<file path="config.mk">
export PLATFORM = sky130hd
export DESIGN_NAME = fadd_scheduler
export DESIGN_NICKNAME = d
export VERILOG_FILES = /design/src/rtl/fadd_scheduler.sv
export SDC_FILE = /design/constraint.sdc
export NUM_CORES = 1
export LEC_CHECK = 0
export ABC_AREA = 1
export ABC_CLOCK_PERIOD_IN_PS = 5300
export CAP_MARGIN = 20
export CORE_AREA = 2 2 195 197
export CTS_BUF_LIST = sky130_fd_sc_hd__clkbuf_4
export CTS_CLUSTER_DIAMETER = 50
export DETAILED_ROUTE_END_ITERATION = 8
export DIE_AREA = 0 0 197 199
export RECOVER_POWER = 50
export SKIP_LAST_GASP = 1
export SYNTH_ARGS = -nofsm -noshare
export SYNTH_HDL_FRONTEND = slang
export SYNTH_SLANG_ARGS = --single-unit
</file>
<file path="constraint.sdc">
create_clock -name clk -period 5.3 [get_ports clk]
set_clock_uncertainty 0.2 [all_clocks]
set_input_delay 1.59 -clock clk [delete_from_list [all_inputs] [get_ports clk]]
set_output_delay 1.59 -clock clk [all_outputs]
set_load 0.005 [all_outputs]
</file>
<file path="src/rtl/fadd_scheduler.sv">
// Round-robin scheduler sharing one fixed-latency FP adder between NUM_REQ issue lanes.
// Lane tags ride a shift register alongside the adder so each sum lands in its lane's buffer.
module fadd_scheduler #(
    parameter int unsigned NUM_REQ = 4,
    parameter int unsigned LAT     = 2
) (
    input  logic                   clk,
    input  logic                   rst_n,
    input  logic [NUM_REQ-1:0]     req_valid,
    output logic [NUM_REQ-1:0]     req_ready,
    input  logic [32*NUM_REQ-1:0]  req_a,
    input  logic [32*NUM_REQ-1:0]  req_b,
    output logic [NUM_REQ-1:0]     res_valid,
    input  logic [NUM_REQ-1:0]     res_ready,
    output logic [32*NUM_REQ-1:0]  res_data,
    output logic [31:0]            fu_in1,
    output logic [31:0]            fu_in2,
    output logic                   fu_valid,
    input  logic [31:0]            fu_out,
    output logic                   busy
);
    localparam int unsigned LW = $clog2(NUM_REQ);

    localparam logic [1:0] IDLE = 2'd0;
    localparam logic [1:0] BUSY = 2'd1;
    localparam logic [1:0] DONE = 2'd2;

    logic [1:0]               state_q [NUM_REQ];
    logic [LW-1:0]            rr_q;
    logic [LAT:0]             tag_v_q;
    logic [LW-1:0]            tag_lane_q [LAT+1];
    logic [NUM_REQ-1:0][31:0] res_data_q;
    logic [31:0]              fu_in1_q;
    logic [31:0]              fu_in2_q;
    logic                     fu_valid_q;

    logic [NUM_REQ-1:0] eligible;
    logic [NUM_REQ-1:0] grant;
    logic               grant_any;
    logic [LW-1:0]      grant_idx;
    logic [31:0]        sel_a;
    logic [31:0]        sel_b;
    logic               cap_v;
    logic [LW-1:0]      cap_lane;
    logic               lanes_active;

    always_comb begin
        eligible     = '0;
        lanes_active = 1'b0;
        for (int i = 0; i < int'(NUM_REQ); i++) begin
            eligible[i]  = req_valid[i] && (state_q[i] == IDLE);
            lanes_active = lanes_active || (state_q[i] != IDLE);
        end
    end

    always_comb begin
        int            idx;
        logic [LW-1:0] cand;
        idx       = 0;
        cand      = '0;
        grant_any = 1'b0;
        grant_idx = '0;
        // Scan farthest-first so the eligible lane nearest rr overrides the others.
        for (int k = int'(NUM_REQ) - 1; k >= 0; k--) begin
            idx  = (int'(rr_q) + k) % int'(NUM_REQ);
            cand = LW'(idx);
            if (eligible[cand]) begin
                grant_any = 1'b1;
                grant_idx = cand;
            end
        end
        grant = '0;
        if (grant_any && rst_n) begin
            grant[grant_idx] = 1'b1;
        end
    end

    always_comb begin
        sel_a = '0;
        sel_b = '0;
        for (int i = 0; i < int'(NUM_REQ); i++) begin
            if (grant[i]) begin
                sel_a = req_a[32*i +: 32];
                sel_b = req_b[32*i +: 32];
            end
        end
    end

    assign cap_v    = tag_v_q[LAT];
    assign cap_lane = tag_lane_q[LAT];

    always_ff @(posedge clk) begin
        if (!rst_n) begin
            rr_q       <= '0;
            fu_valid_q <= 1'b0;
            fu_in1_q   <= '0;
            fu_in2_q   <= '0;
            tag_v_q    <= '0;
            for (int s = 0; s <= int'(LAT); s++) begin
                tag_lane_q[s] <= '0;
            end
        end else begin
            fu_valid_q    <= grant_any;
            tag_v_q[0]    <= grant_any;
            tag_lane_q[0] <= grant_idx;
            if (grant_any) begin
                fu_in1_q <= sel_a;
                fu_in2_q <= sel_b;
                rr_q     <= (grant_idx == LW'(NUM_REQ - 1)) ? '0 : grant_idx + 1'b1;
            end
            for (int s = 1; s <= int'(LAT); s++) begin
                tag_v_q[s]    <= tag_v_q[s-1];
                tag_lane_q[s] <= tag_lane_q[s-1];
            end
        end
    end

    always_ff @(posedge clk) begin
        if (!rst_n) begin
            for (int i = 0; i < int'(NUM_REQ); i++) begin
                state_q[i]    <= IDLE;
                res_data_q[i] <= '0;
            end
        end else begin
            for (int i = 0; i < int'(NUM_REQ); i++) begin
                unique case (state_q[i])
                    IDLE: if (grant[i]) state_q[i] <= BUSY;
                    BUSY: begin
                        if (cap_v && (cap_lane == LW'(i))) begin
                            state_q[i]    <= DONE;
                            res_data_q[i] <= fu_out;
                        end
                    end
                    DONE: if (res_ready[i]) state_q[i] <= IDLE;
                    default: state_q[i] <= IDLE;
                endcase
            end
        end
    end

    always_comb begin
        res_valid = '0;
        for (int i = 0; i < int'(NUM_REQ); i++) begin
            res_valid[i] = (state_q[i] == DONE);
        end
    end

    assign req_ready = grant;
    assign res_data  = res_data_q;
    assign fu_in1    = fu_in1_q;
    assign fu_in2    = fu_in2_q;
    assign fu_valid  = fu_valid_q;
    assign busy      = lanes_active || (|tag_v_q);

endmodule

</file>
### After elaboration in Yosys (flattened, before gate mapping)

Memories as Yosys holds them, arrays and structs flattened.
Cells that the tools add are included.

| storage, ports and cells | value |
|---|---|
| register bits after elaboration | 198 |
| memory bits (writable) | 14 |
| input bits | 298 |
| output and inout bits | 202 |
| logic and storage cells | 193 |
| memories kept | 2 |

Memories:

| memory | depth | bits a word | read ports | clocked after Yosys merged registers in | write ports | RTL line | source |
|---|---|---|---|---|---|---|---|
| state_q | 4 | 2 | 4 | 0 | 4 | 28 | `logic [1:0] state_q [NUM_REQ];` |
| tag_lane_q | 3 | 2 | 3 | 0 | 3 | 31 | `logic [LW-1:0] tag_lane_q [LAT+1];` |

| cells by class | value |
|---|---|
| add/subtract/negate cells | 4 |
| magnitude comparators | 6 |
| equality and inequality tests | 12 |
| mux-type cells | 109 |
| bitwise operators | 19 |
| reduce and logical (&&, ||, !) cells | 32 |

Operators with widths:

| kind | number |
|---|---|
| $mux W32 | 8 |
| $mux W1 | 71 |
| $mux W2 | 24 |
| $or A1 B1 Y1 | 19 |
| $lt A2 B3 Y1 const B | 5 |
| $reduce_or A3 Y1 | 5 |
| $eq A2 B2 Y1 const B | 7 |
| $eq A2 B1 Y1 const B | 5 |
| $logic_and A1 B1 Y1 | 10 |
| $logic_not A2 Y1 | 5 |
| $bmux W1 S2 | 4 |
| $reduce_and A2 Y1 | 4 |
| $reduce_bool A2 Y1 | 4 |
| $add A2 B1 Y2 const B | 2 |
| $add A2 B2 Y2 const B | 2 |
| $logic_or A1 B1 Y1 | 4 |
| $mux W4 | 1 |
| $demux W1 S2 | 1 |
| $ge A2 B1 Y1 const B | 1 |

### Depth between registers and ports, before layout

Gate-level depths: netlist (run 1).

| depth | value |
|---|---|
| depth in word-level cells | 21 |
| mapped depth | 22 |
| gate-level depth less buffers | 19 |

### Least setup slack after synthesis (run 1)

Ideal clock, no wire load.

| timing | value |
|---|---|
| kind | input to output |
| start point | input port req_valid[3] |
| end point | output port req_ready[3] |
| data arrival time | 3.150 ns |
| required time | 3.510 ns |
| path slack | 0.360 ns |
| cell stages on the path | 12 |
| buffers on the path | 2 |
| cells stage by stage | inv_1 -> o21ai_2 -> nand2_1 -> o21ai_0 -> a21oi_1 -> o21ai_0 -> inv_1 -> ha_1 -> nand3_2 -> buf_4 -> inv_1 -> buf_2 |

| between the ends | value |
|---|---|
| longest elaborated chain between the ends | 12 |
| elaborated cells on any way between the ends | 24 |
| classes of those cells | order compare (2); mux (19); reduce/logical (3) |

RTL lines:

| what | RTL line | source |
|---|---|---|
| start, declared | 9 | `input logic [NUM_REQ-1:0] req_valid,` |
| $logic_and A1 B1 Y1 * | 51 | `eligible[i] = req_valid[i] && (state_q[i] == IDLE);` |
| $bmux W1 S2 | 67 | `if (eligible[cand]) begin` |
| $mux W1 (not written as such) | 67 |  |
| $mux W2 (3 in a row) | 67 |  |
| $mux W2 * | 67 |  |
| named net grant_idx[0] | 40 | `logic [LW-1:0] grant_idx;` |
| $lt A2 B3 Y1 (not written as such) or $ge A2 B1 Y1 (tied branches) | 74 | `grant[grant_idx] = 1'b1;` |
| $logic_and A1 B1 Y1 (not written as such) | 74 |  |
| $mux W1 (not written as such) | 74 |  |
| $demux W1 S2 * | 74 |  |
| $mux W4 * | 73 | `if (grant_any && rst_n) begin` |
| end, declared | 10 | `output logic [NUM_REQ-1:0] req_ready,` |

The timed path passes the listed nets; every way through them passes the cells marked *. The select of a mux whose other input is x is not followed.

### Final worst setup path (run 1)

| timing | value |
|---|---|
| start point | input port req_valid[3] |
| end point | output port req_ready[1] |

The elaborated chain is that of the path after synthesis.

==> metrics.txt, run 1 <==
Clk Latency, worst-skew pair=780 ps; synthesized cell area=11000 um^2; DIE HEIGHT=199 um; clk sinks=211; # IOs=500; drt via density=4.76; clock root buffer=clkbuf_4; setup violators final=0; Placement Cell Area=16300 um^2; Pwr per Cell Area=458 nW/um^2; total grt overflow=0; Final HPWL DP=31300 um; vias post-DR=12800; Pins Over Slew Limit=257; Max-Cap Viols=2; initial core utilization=29.7%; crit path max fanout=3; Worst Setup Path Type=in2out; vias in the first global route=12600; met1 usage=26.4%; grt met3 use=9.53%; drc violations=0; CTS tree=built; CP Buf/Inv Count=7; largest net degree at the start of global routing=229; clk buf depth=3; Final TNS setup=0 ps; cell row count=71; distinct cell type count after synthesis=35; busiest grt layer=met2; Worst-path clk slew=70 ps; Max-slew headroom=-61.0%; Setup crit start kind=primary input; register area share after synthesis=39.0%; P_int=4.31 mW; minimum clock period=5150 ps; Final Cycle Share=97.1%; Critical Path AT=3360 ps; yosys warns=0; fin area=17100 um^2; Seq pwr share=25.7%; max incr delay on CP=230 ps; failing checks=max-capacitance violations, max-slew violations; Lkg Pwr=7.91 nW; syn nets=1991; initial antenna violation count=10; Final GP Congestion=0.875; Port-buffer cells=499; layout net count=2456; layout cells sized above 1=8.33%; post-layout util=46.2%; syn avg cell area=6.53 um^2; cts bufs inserted=60; Crit. End Element=output port; drt wl/cell=17.2 um; pre-CTS setup slack=-608 ps; Placeable Area=37100 um^2; Fillers=3812; Peak supply drop=0.000447 V; hold buffers post-CTS=0; RSZ-0062 raised after global routing=no; hold crit path type=reg2reg; worst endpoint required time=3510 ps; final-report hold violation count=0; Critical-path top delay cell=dlygate4sd2_1; htree depth=2; switching part of the total=45.1%; CP Cell Sequence=dlygate4sd2_1 > nand3_1 > nand2_2 > nand2_2 > nand2_4 > inv_1 > a21oi_1 > buf_4 > o21ai_4 > buf_6 > inv_4 > ha_4 > inv_2 > nor2_4 > clkdlybuf4s15_2; Final WS setup=153 ps; cells after synthesis=1689; Pre-antenna DRT Iters=5; logic gate share of total power=54.3%; synthesis-to-finish area growth=55.3%; fmax=194 MHz; status=finished, violations left; Global Route Usage Sum=23.0%; Slew @ Worst Pin=2420 ps; Clk pwr share=20.0%; most numerous cell on the critical path=nand2_2; Starting DRT DRC Count=613; first-pass GRT wire length=70600 um; antenna-violating nets left=0; crit-path leading delay family=buffers and inverters; Sw Pwr=3.53 mW; post-synthesis register bit count=211; die span in x=197 um; die area=39200 um^2; GR Util met2=38.3%; DRT Wirelength=46100 um
-- per-stage QoR --
stage                     power, mW  hold WS (ps)  std cells
after floorplan                4.75           190       1689
after global placement         6.21           195       2560
after detailed placement       6.24           204       2560
after CTS                      7.97           218       2670
after global routing           8.57           231       2679
final                          7.84           215       2681
-- power groups by stage --
stage / Sequential (mW) / Clock, mW / Combinational (mW)
2_1_floorplan: 2.05 / 0 / 2.70
3_3_place_gp: 2.04 / 0 / 4.17
3_5_place_dp: 2.05 / 0 / 4.19
4_1_cts: 2.02 / 1.63 / 4.32
5_1_grt: 2.05 / 1.72 / 4.80
6_report: 2.01 / 1.57 / 4.26
-- final cells by class --
class,count,area [um^2],area share [%]
Sequential cell,211,4300,25.1
Clock buffer,90,676,3.94
Multi-Input combinational cell,1091,5210,30.4
Timing Repair Buffer,533,5260,30.7
Clock inverter,15,96.3,0.562
Antenna cell,10,25.0,0.146
Tap cell,474,593,3.46
Inverter,257,977,5.70
-- timing repair --
action	CTS	global route
hold endpoints to repair	0	0
buffers inserted	5	1
pin swaps	7	3
setup endpoints to repair	4	4
gates resized for setup	21	14
-- registers in the layout, indices dropped and copies added, names as in the netlist --
signal	count
res_data	128
tag_lane_q	6
fu_in1	32
rr_q	2
tag_v_q	3
fu_in2	32
state_q	8
-- worst min-delay path: cells and delay by family (launching register included) --
family,cells,cell delay (ps)
AND/OR/NAND/NOR,1,40
buffers and inverters,1,40
flip-flops,1,310
-- placed cells by master (no fill, tap or decap), types with 3 or more instances in the layout --
master / count
o21ai_1: 17
nand3_2: 3
nand2_1: 446
clkbuf_2: 4
nand2_2: 6
clkinv_1: 13
buf_4: 23
inv_1: 246
diode_2: 10
clkbuf_1: 4
a21oi_1: 140
nor2_1: 101
nor2_4: 5
dlygate4sd3_1: 56
ha_4: 3
o21ai_0: 180
dlymetal6s2s_1: 3
clkbuf_4: 91
dfxtp_1: 203
edfxtp_1: 8
nand3_1: 34
inv_4: 3
clkdlybuf4s50_1: 434
nand4_1: 121
a21oi_2: 19
inv_2: 5
-- cells in the mapped netlist --
cell type | instances | share of area (%)
o21ai_0 | 182 | 8.3
clkinv_1 | 2 | 0.068
a21oi_2 | 19 | 1.5
buf_2 | 40 | 1.8
inv_1 | 250 | 8.5
buf_1 | 16 | 0.54
nor2_1 | 102 | 3.5
nor4_1 | 1 | 0.057
buf_6 | 4 | 0.41
clkbuf_2 | 3 | 0.14
nand2_4 | 2 | 0.20
ha_1 | 4 | 0.45
o21ai_1 | 17 | 0.77
dfxtp_1 | 203 | 37
a211oi_1 | 1 | 0.068
inv_4 | 2 | 0.11
nor2_8 | 1 | 0.18
buf_8 | 4 | 0.54
nand3_2 | 3 | 0.27
nand3_1 | 35 | 1.6
o21ai_2 | 1 | 0.079
edfxtp_1 | 8 | 2.2
clkbuf_1 | 58 | 2.0
inv_2 | 2 | 0.068
nor3_1 | 2 | 0.091
buf_4 | 5 | 0.34
clkinv_4 | 1 | 0.079
a21oi_1 | 140 | 6.3
nor2_4 | 5 | 0.51
nand2_1 | 448 | 15
nand4_1 | 121 | 6.9
nor2_2 | 1 | 0.057
xor2_1 | 1 | 0.079
nand2_2 | 4 | 0.23
o2111ai_1 | 1 | 0.079
-- cells by family after synthesis --
kind of cell,Yosys count,share of synthesized area (%)
simple gates,725,28.8
buf+inv,387,14.6
compound gates,361,17.1
flops,211,39.0
fa+ha+maj,4,0.454
xor+xnor,1,0.0794
-- final timing paths --
kind                    start               end  slack, ps  cells after the start
min          tag_lane_q[0][2]  tag_lane_q[0][4]        220                      2
max reg2reg     state_q[1][0]        fu_in1[14]        820                     20
max              req_valid[3]      req_ready[1]        150                     15
min reg2reg  tag_lane_q[0][2]  tag_lane_q[0][4]        220                      2
-- layer usage --
| layer | routed length, um | share of wire, % |
|---|---|---|
| met1 | 18400 | 40 |
| met2 | 21600 | 47 |
| met3 | 4840 | 11 |
| met4 | 1170 | 2.5 |
| met5 | 20 | 0.043 |
(Power assumes the default switching activity.)
==> run 2, diff against run 1 <==
--- a/config.mk
+++ b/config.mk
@@ -14,6 +14,7 @@
 export DETAILED_ROUTE_END_ITERATION = 8
 export DIE_AREA = 0 0 197 199
 export RECOVER_POWER = 50
+export SETUP_SLACK_MARGIN = 0.02
 export SKIP_LAST_GASP = 1
 export SYNTH_ARGS = -nofsm -noshare
 export SYNTH_HDL_FRONTEND = slang
==> run 2 against run 1 <==
The flow still finishes with violations (max-capacitance violations, max-slew violations). Die area unchanged. Count of clock-buffer cells in the layout unchanged. Sequential share of layout area about the same. Critical path depth down 2. Final cell count unchanged. Combinational power about the same. First-iteration DRC count down 9.6%. Flip-flop and latch count unchanged. Critical path type unchanged. Highest routed layer unchanged.
==> metrics.txt, run 2 (synthesized netlist as in run 1, its figures left out) <==
WHS=215 ps (-0.0260 ps); status=finished, violations left; FF-to-FF End=fu_in1[14]; Final Cycle Share=97.0% (about the same); HP Start=tag_lane_q[0][2]; htree depth=2 (unchanged); synthesis-to-finish area growth=55.3% (about the same); Clk Latency, worst-skew pair=780 ps (about the same); Pre-antenna DRT Iters=5 (unchanged); RSZ-0062 raised after global routing=no; Cells on Worst Hold Path=2 (unchanged); logic gate share of total power=54.3% (about the same); Max-slew headroom=-62.6% (-1.6 points); non-filler cells, final=2681 (unchanged); number of flip-flops in the largest register=128 (unchanged); Crit. End Element=output port; Global Route Usage Sum=23.0% (unchanged); worst endpoint required time=3510 ps (about the same); die span in x=197 um (unchanged); Worst Hold Path EP=tag_lane_q[0][4]; r2r worst-path depth=19 (-5.0%); GR Util met2=38.3% (unchanged); Starting DRT DRC Count=554 (-9.6%); commonest non-fill, non-tap cell in the layout=nand2_1; crit path max fanout=2 (-1); commonest non-fill, non-tap cells in the layout=nand2_1 (446), clkdlybuf4s50_1 (433), inv_1 (246); vias in the first global route=12600 (unchanged); drt wl/cell=17.2 um (+0.15%); Worst Setup Path Type=in2out; Final HPWL DP=31300 um (unchanged); Setup crit start kind=primary input; RR Startpoint=state_q[3][1]; minimum clock period=5140 ps (-4.13 ps); failing checks=max-capacitance violations, max-slew violations; drc violations=0 (unchanged); Fillers=3814 (+0.052%); largest net degree at the start of global routing=229 (unchanged); layout cells sized above 1=8.33% (unchanged); hold crit path type=reg2reg; Peak supply drop=0.000443 V (-0.97%); DRT Wirelength=46100 um (+0.15%); DIE HEIGHT=199 um (unchanged); fmax=194 MHz (about the same); layout net count=2456 (unchanged); P_int=4.30 mW (-0.20%); drt via density=4.77 (+0.18%); setup violators final=0 (unchanged); initial core utilization=29.7% (unchanged); vias post-DR=12800 (+0.18%); Slew @ Worst Pin=2440 ps (+23.4 ps); total grt overflow=0 (unchanged); Clk pwr share=20.0% (about the same); Final GP Congestion=0.875 (unchanged); Pins Over Slew Limit=257 (unchanged); Placeable Area=37100 um^2 (unchanged); die area=39200 um^2 (unchanged); Placed Cells=2560 (unchanged); Port-buffer cells=499 (unchanged); cell row count=71 (unchanged); initial antenna violation count=10 (unchanged); Sw Pwr=3.54 mW (+0.23%); Max-Cap Viols=2 (unchanged); Final TNS setup=0 ps (unchanged); Critical Path AT=3350 ps (about the same); first-pass GRT wire length=70600 um (unchanged); cts bufs inserted=60 (unchanged); Pwr per Cell Area=458 nW/um^2 (about the same); Worst-path clk slew=70 ps (about the same); Critical Path Start=req_valid[3]; post-layout util=46.1% (about the same); clk buf depth=3 (unchanged); # IOs=500 (unchanged); met1 usage=26.4% (unchanged); busiest grt layer=met2; final-report hold violation count=0 (unchanged); switching part of the total=45.2% (+0.11 points); CTS tree=built; R2R setup slack=800 ps (-20 ps); Seq pwr share=25.7% (about the same); clock root buffer=clkbuf_4; antenna-violating nets left=0 (unchanged); grt met3 use=9.53% (unchanged); clk sinks=211 (unchanged); Lkg Pwr=7.91 nW (about the same)
run 2: changes by cell type in the layout (fill, tap and decap cells not counted), sizes merged:
| cell | delta |
|---|---|
| clkbuf | +1 |
| clkdlybuf4s15 | -2 |
| clkdlybuf4s50 | -1 |
| dlygate4sd2 | +1 |
| dlygate4sd3 | +1 |
run 2: per-stage QoR:
step	power [mW]	cell area (um^2)	setup WS, ps
final	7.84	17100	157
after global routing	8.56	17100	52.3
after CTS	7.97	17100	-80.6
after detailed placement	6.24	16300	-608
after global placement	6.21	16300	-556
after floorplan	4.75	11000	360
run 2: area by class of cell:
cell class,instances,area (um^2),share of cell area (%)
Inverter,257,977,5.70
Clock buffer,90,676,3.94
Timing Repair Buffer,533,5250,30.6
Clock inverter,15,96.3,0.562
Tap cell,474,593,3.46
Sequential cell,211,4300,25.1
Multi-Input combinational cell,1091,5210,30.4
Antenna cell,10,25.0,0.146
run 2: repair_timing:
action / in CTS / in global routing
setup buffers: 5 / 1
resized for setup: 23 / 12
hold buffers: 0 / 0
setup endpoints to repair: 4 / 4
pin swaps: 7 / 3
run 2: power groups by stage:
stage / sequential [mW] / clock, mW / combinational, mW
after floorplan: 2.05 / 0 / 2.70
after global placement: 2.04 / 0 / 4.17
after detailed placement: 2.05 / 0 / 4.19
after CTS: 2.02 / 1.63 / 4.32
after global routing: 2.05 / 1.72 / 4.80
final: 2.01 / 1.57 / 4.26
run 2: critical path, stage by stage:
cell           delay (ps)
dlygate4sd2_1         230
inv_1                  60
o21ai_2               140
nand2_1                80
o21ai_2               160
a21oi_2                90
buf_4                 140
o21ai_4               150
clkbuf_1              160
ha_4                  150
inv_2                  40
nor2_4                100
dlygate4sd2_1         250
run 2: routing by layer:
layer	up-vias	routed length, um
met5	-	20
met4	2	1120
met3	65	5000
met2	495	21700
li1	6371	-
met1	5861	18300
run 2: how the worst max path moves through the flow:
stage	depth (start not counted)	to	slack [ps]
global placement	12	req_ready[3]	-560
detailed placement	12	req_ready[3]	-610
floorplan	12	req_ready[3]	360
finish	13	req_ready[0]	160
CTS	15	req_ready[3]	-80
global route	13	req_ready[0]	50
==> run 3, diff against run 2 <==
--- a/config.mk
+++ b/config.mk
@@ -13,9 +13,11 @@
 export CTS_CLUSTER_DIAMETER = 50
 export DETAILED_ROUTE_END_ITERATION = 8
 export DIE_AREA = 0 0 197 199
+export GPL_ROUTABILITY_DRIVEN = 0
 export RECOVER_POWER = 50
 export SETUP_SLACK_MARGIN = 0.02
 export SKIP_LAST_GASP = 1
+export SLEW_MARGIN = 10
 export SYNTH_ARGS = -nofsm -noshare
 export SYNTH_HDL_FRONTEND = slang
 export SYNTH_SLANG_ARGS = --single-unit
==> run 3 against run 2 <==
The flow still finishes with violations (max-capacitance violations, max-slew violations). Highest routed layer is now met4. Die area unchanged. Flip-flop and latch count did not move. Count of clock-buffer cells in the layout decreased by 6.
==> metrics.txt, run 3 (synthesized netlist as in run 1, its figures left out) <==
die span in x=197 um (unchanged); failing checks=max-capacitance violations, max-slew violations; Pwr per Cell Area=458 nW/um^2 (+0.14%); area of the multi-input gates=5220 um^2 (about the same); total grt overflow=0 (unchanged); cell row count=71 (unchanged); Critical Path AT=3460 ps (+110 ps); layout net count=2460 (+0.16%); Setup crit start kind=primary input; max incr delay on CP=230 ps (-20 ps); clk sinks=211 (unchanged); Crit. End Element=output port; final-report hold violation count=0 (unchanged); Max-slew headroom=-77.5% (-15 points); status=finished, violations left; r2r worst-path depth=20 (+1); RR Startpoint=state_q[3][1]; total chip power=7.85 mW (about the same); CP Cell Sequence=dlygate4sd2_1 > nand3_1 > nand2_2 > nand2_2 > nand2_4 > inv_1 > a21oi_2 > buf_4 > o21ai_4 > buf_4 > inv_4 > ha_4 > inv_1 > nor2_4 > clkdlybuf4s15_2; initial core utilization=29.7% (unchanged); htree depth=2 (unchanged); worst endpoint required time=3510 ps (about the same); layout cells sized above 1=8.29% (-0.038 points); Worst Setup Path Type=in2out; clock root buffer=clkbuf_4; Worst-path clk slew=60 ps (about the same); # IOs=500 (unchanged); vias post-DR=12700 (-0.59%); Pins Over Slew Limit=193 (-25%); hold buffers post-CTS=0 (unchanged); Final Cycle Share=99.1% (+2.0 points); FF-to-FF End=fu_in1[14]; R2R setup slack=830 ps (+30 ps); CTS tree=built; minimum clock period=5250 ps (+108 ps); largest net degree at the start of global routing=100 (-56%); drt via density=4.75 (-0.56%); commonest non-fill, non-tap cell in the layout=clkdlybuf4s50_1; Reg area=4300 um^2 (unchanged); vias in the first global route=12400 (-1.7%); Placement Cell Area=16300 um^2 (about the same); HP Start=tag_lane_q[0][2]; drc violations=0 (unchanged); hold crit path type=reg2reg; first-pass GRT wire length=69800 um (-1.3%); Peak supply drop=0.000449 V (+1.3%); Critical-path top delay cell=clkdlybuf4s15_2; Cells on Worst Hold Path=2 (unchanged); Fillers=3866 (+1.4%); crit path max fanout=3 (+1); Max-Cap Viols=4 (+2); clk buf depth=3 (unchanged); DIE HEIGHT=199 um (unchanged); synthesis-to-finish area growth=55.2% (about the same); Pre-antenna DRT Iters=5 (unchanged); Worst Hold Path EP=tag_lane_q[0][4]; setup violators final=0 (unchanged); Clk Latency, worst-skew pair=780 ps (about the same); fmax=190 MHz (-2.1%); number of flip-flops in the largest register=128 (unchanged); fin area=17100 um^2 (about the same); Final HPWL DP=31700 um (+1.1%); die area=39200 um^2 (unchanged); Placeable Area=37100 um^2 (unchanged); initial antenna violation count=9 (-1); antenna-violating nets left=0 (unchanged); cts bufs inserted=59 (-1.7%); drt wl/cell=17.1 um (-0.37%); Lkg Pwr=7.72 nW (-2.5%); commonest non-fill, non-tap cells in the layout=clkdlybuf4s50_1 (490), nand2_1 (446), inv_1 (246); Port-buffer cells=499 (unchanged); DRT Wirelength=45900 um (-0.41%); Slew @ Worst Pin=2660 ps (+224 ps); Starting DRT DRC Count=643 (+16%); Global Route Usage Sum=22.7% (-0.35 points)
run 3: stage by stage:
| stage | TNS [ps] | hold slack [ps] | utilization [%] | setup WS [ps] | instances |
|---|---|---|---|---|---|
| global route | -30.1 | 238 | 46.1 | -30.1 | 2676 |
| CTS | -142 | 217 | 46.0 | -74.9 | 2668 |
| finish | 0 | 214 | 46.1 | 49.1 | 2680 |
| detailed placement | -4640 | 198 | 43.9 | -558 | 2564 |
| floorplan | 0 | 190 | - | 360 | 1689 |
| global placement | -4200 | 194 | 43.9 | -558 | 2564 |
run 3: worst max path at each step:
stage                            start            to  slack [ps]  cells after the start
after floorplan           req_valid[3]  req_ready[3]         360                     12
after global placement    req_valid[3]  req_ready[3]        -560                     12
after detailed placement  req_valid[3]  req_ready[3]        -560                     12
after CTS                 req_valid[3]  req_ready[3]         -70                     14
after global routing      req_valid[1]  req_ready[1]         -30                     15
final                     req_valid[1]  req_ready[1]          50                     15
run 3: cell type report:
type	instances	area share, %
clock inverters	14	0.541
diodes	11	0.161
flip-flops and latches	211	25.1
inverters	257	5.72
repair buffers	538	30.8
well taps	474	3.46
multi-input cells	1091	30.5
clock buffers	84	3.68
run 3: critical path: cells and delay by family:
kind                       cells  cell delay [ps]
buffers and inverters          7              950
and+or+nand+nor                5              540
AOI/OAI and AO/OA              2              250
adders and majority gates      1              130
run 3: timing repair:
item | CTS | global route
endpoints found under the hold margin | 0 | 0
buffers inserted | 6 | 1
pin swaps | 9 | 4
setup endpoints to repair | 4 | 4
resized for setup | 25 | 13
run 3: metal layers:
metal | vias to the layer above | wire [um] | global-route usage [%] | part of all wire [%]
met2 | 468 | 21600 | 38.0 | 47
met5 | - | 0 | 0 | 0
li1 | 6365 | - | - | -
met3 | 55 | 5010 | 9.66 | 11
met4 | 0 | 866 | 7.32 | 1.9
met1 | 5830 | 18400 | 26.0 | 40
run 3: report_power, final:
part           internal, mW  switching, mW  leakage, nW
Combinational          1.66           2.67         5.55
Sequential             1.87          0.151         1.73
Clock                 0.771          0.724        0.434
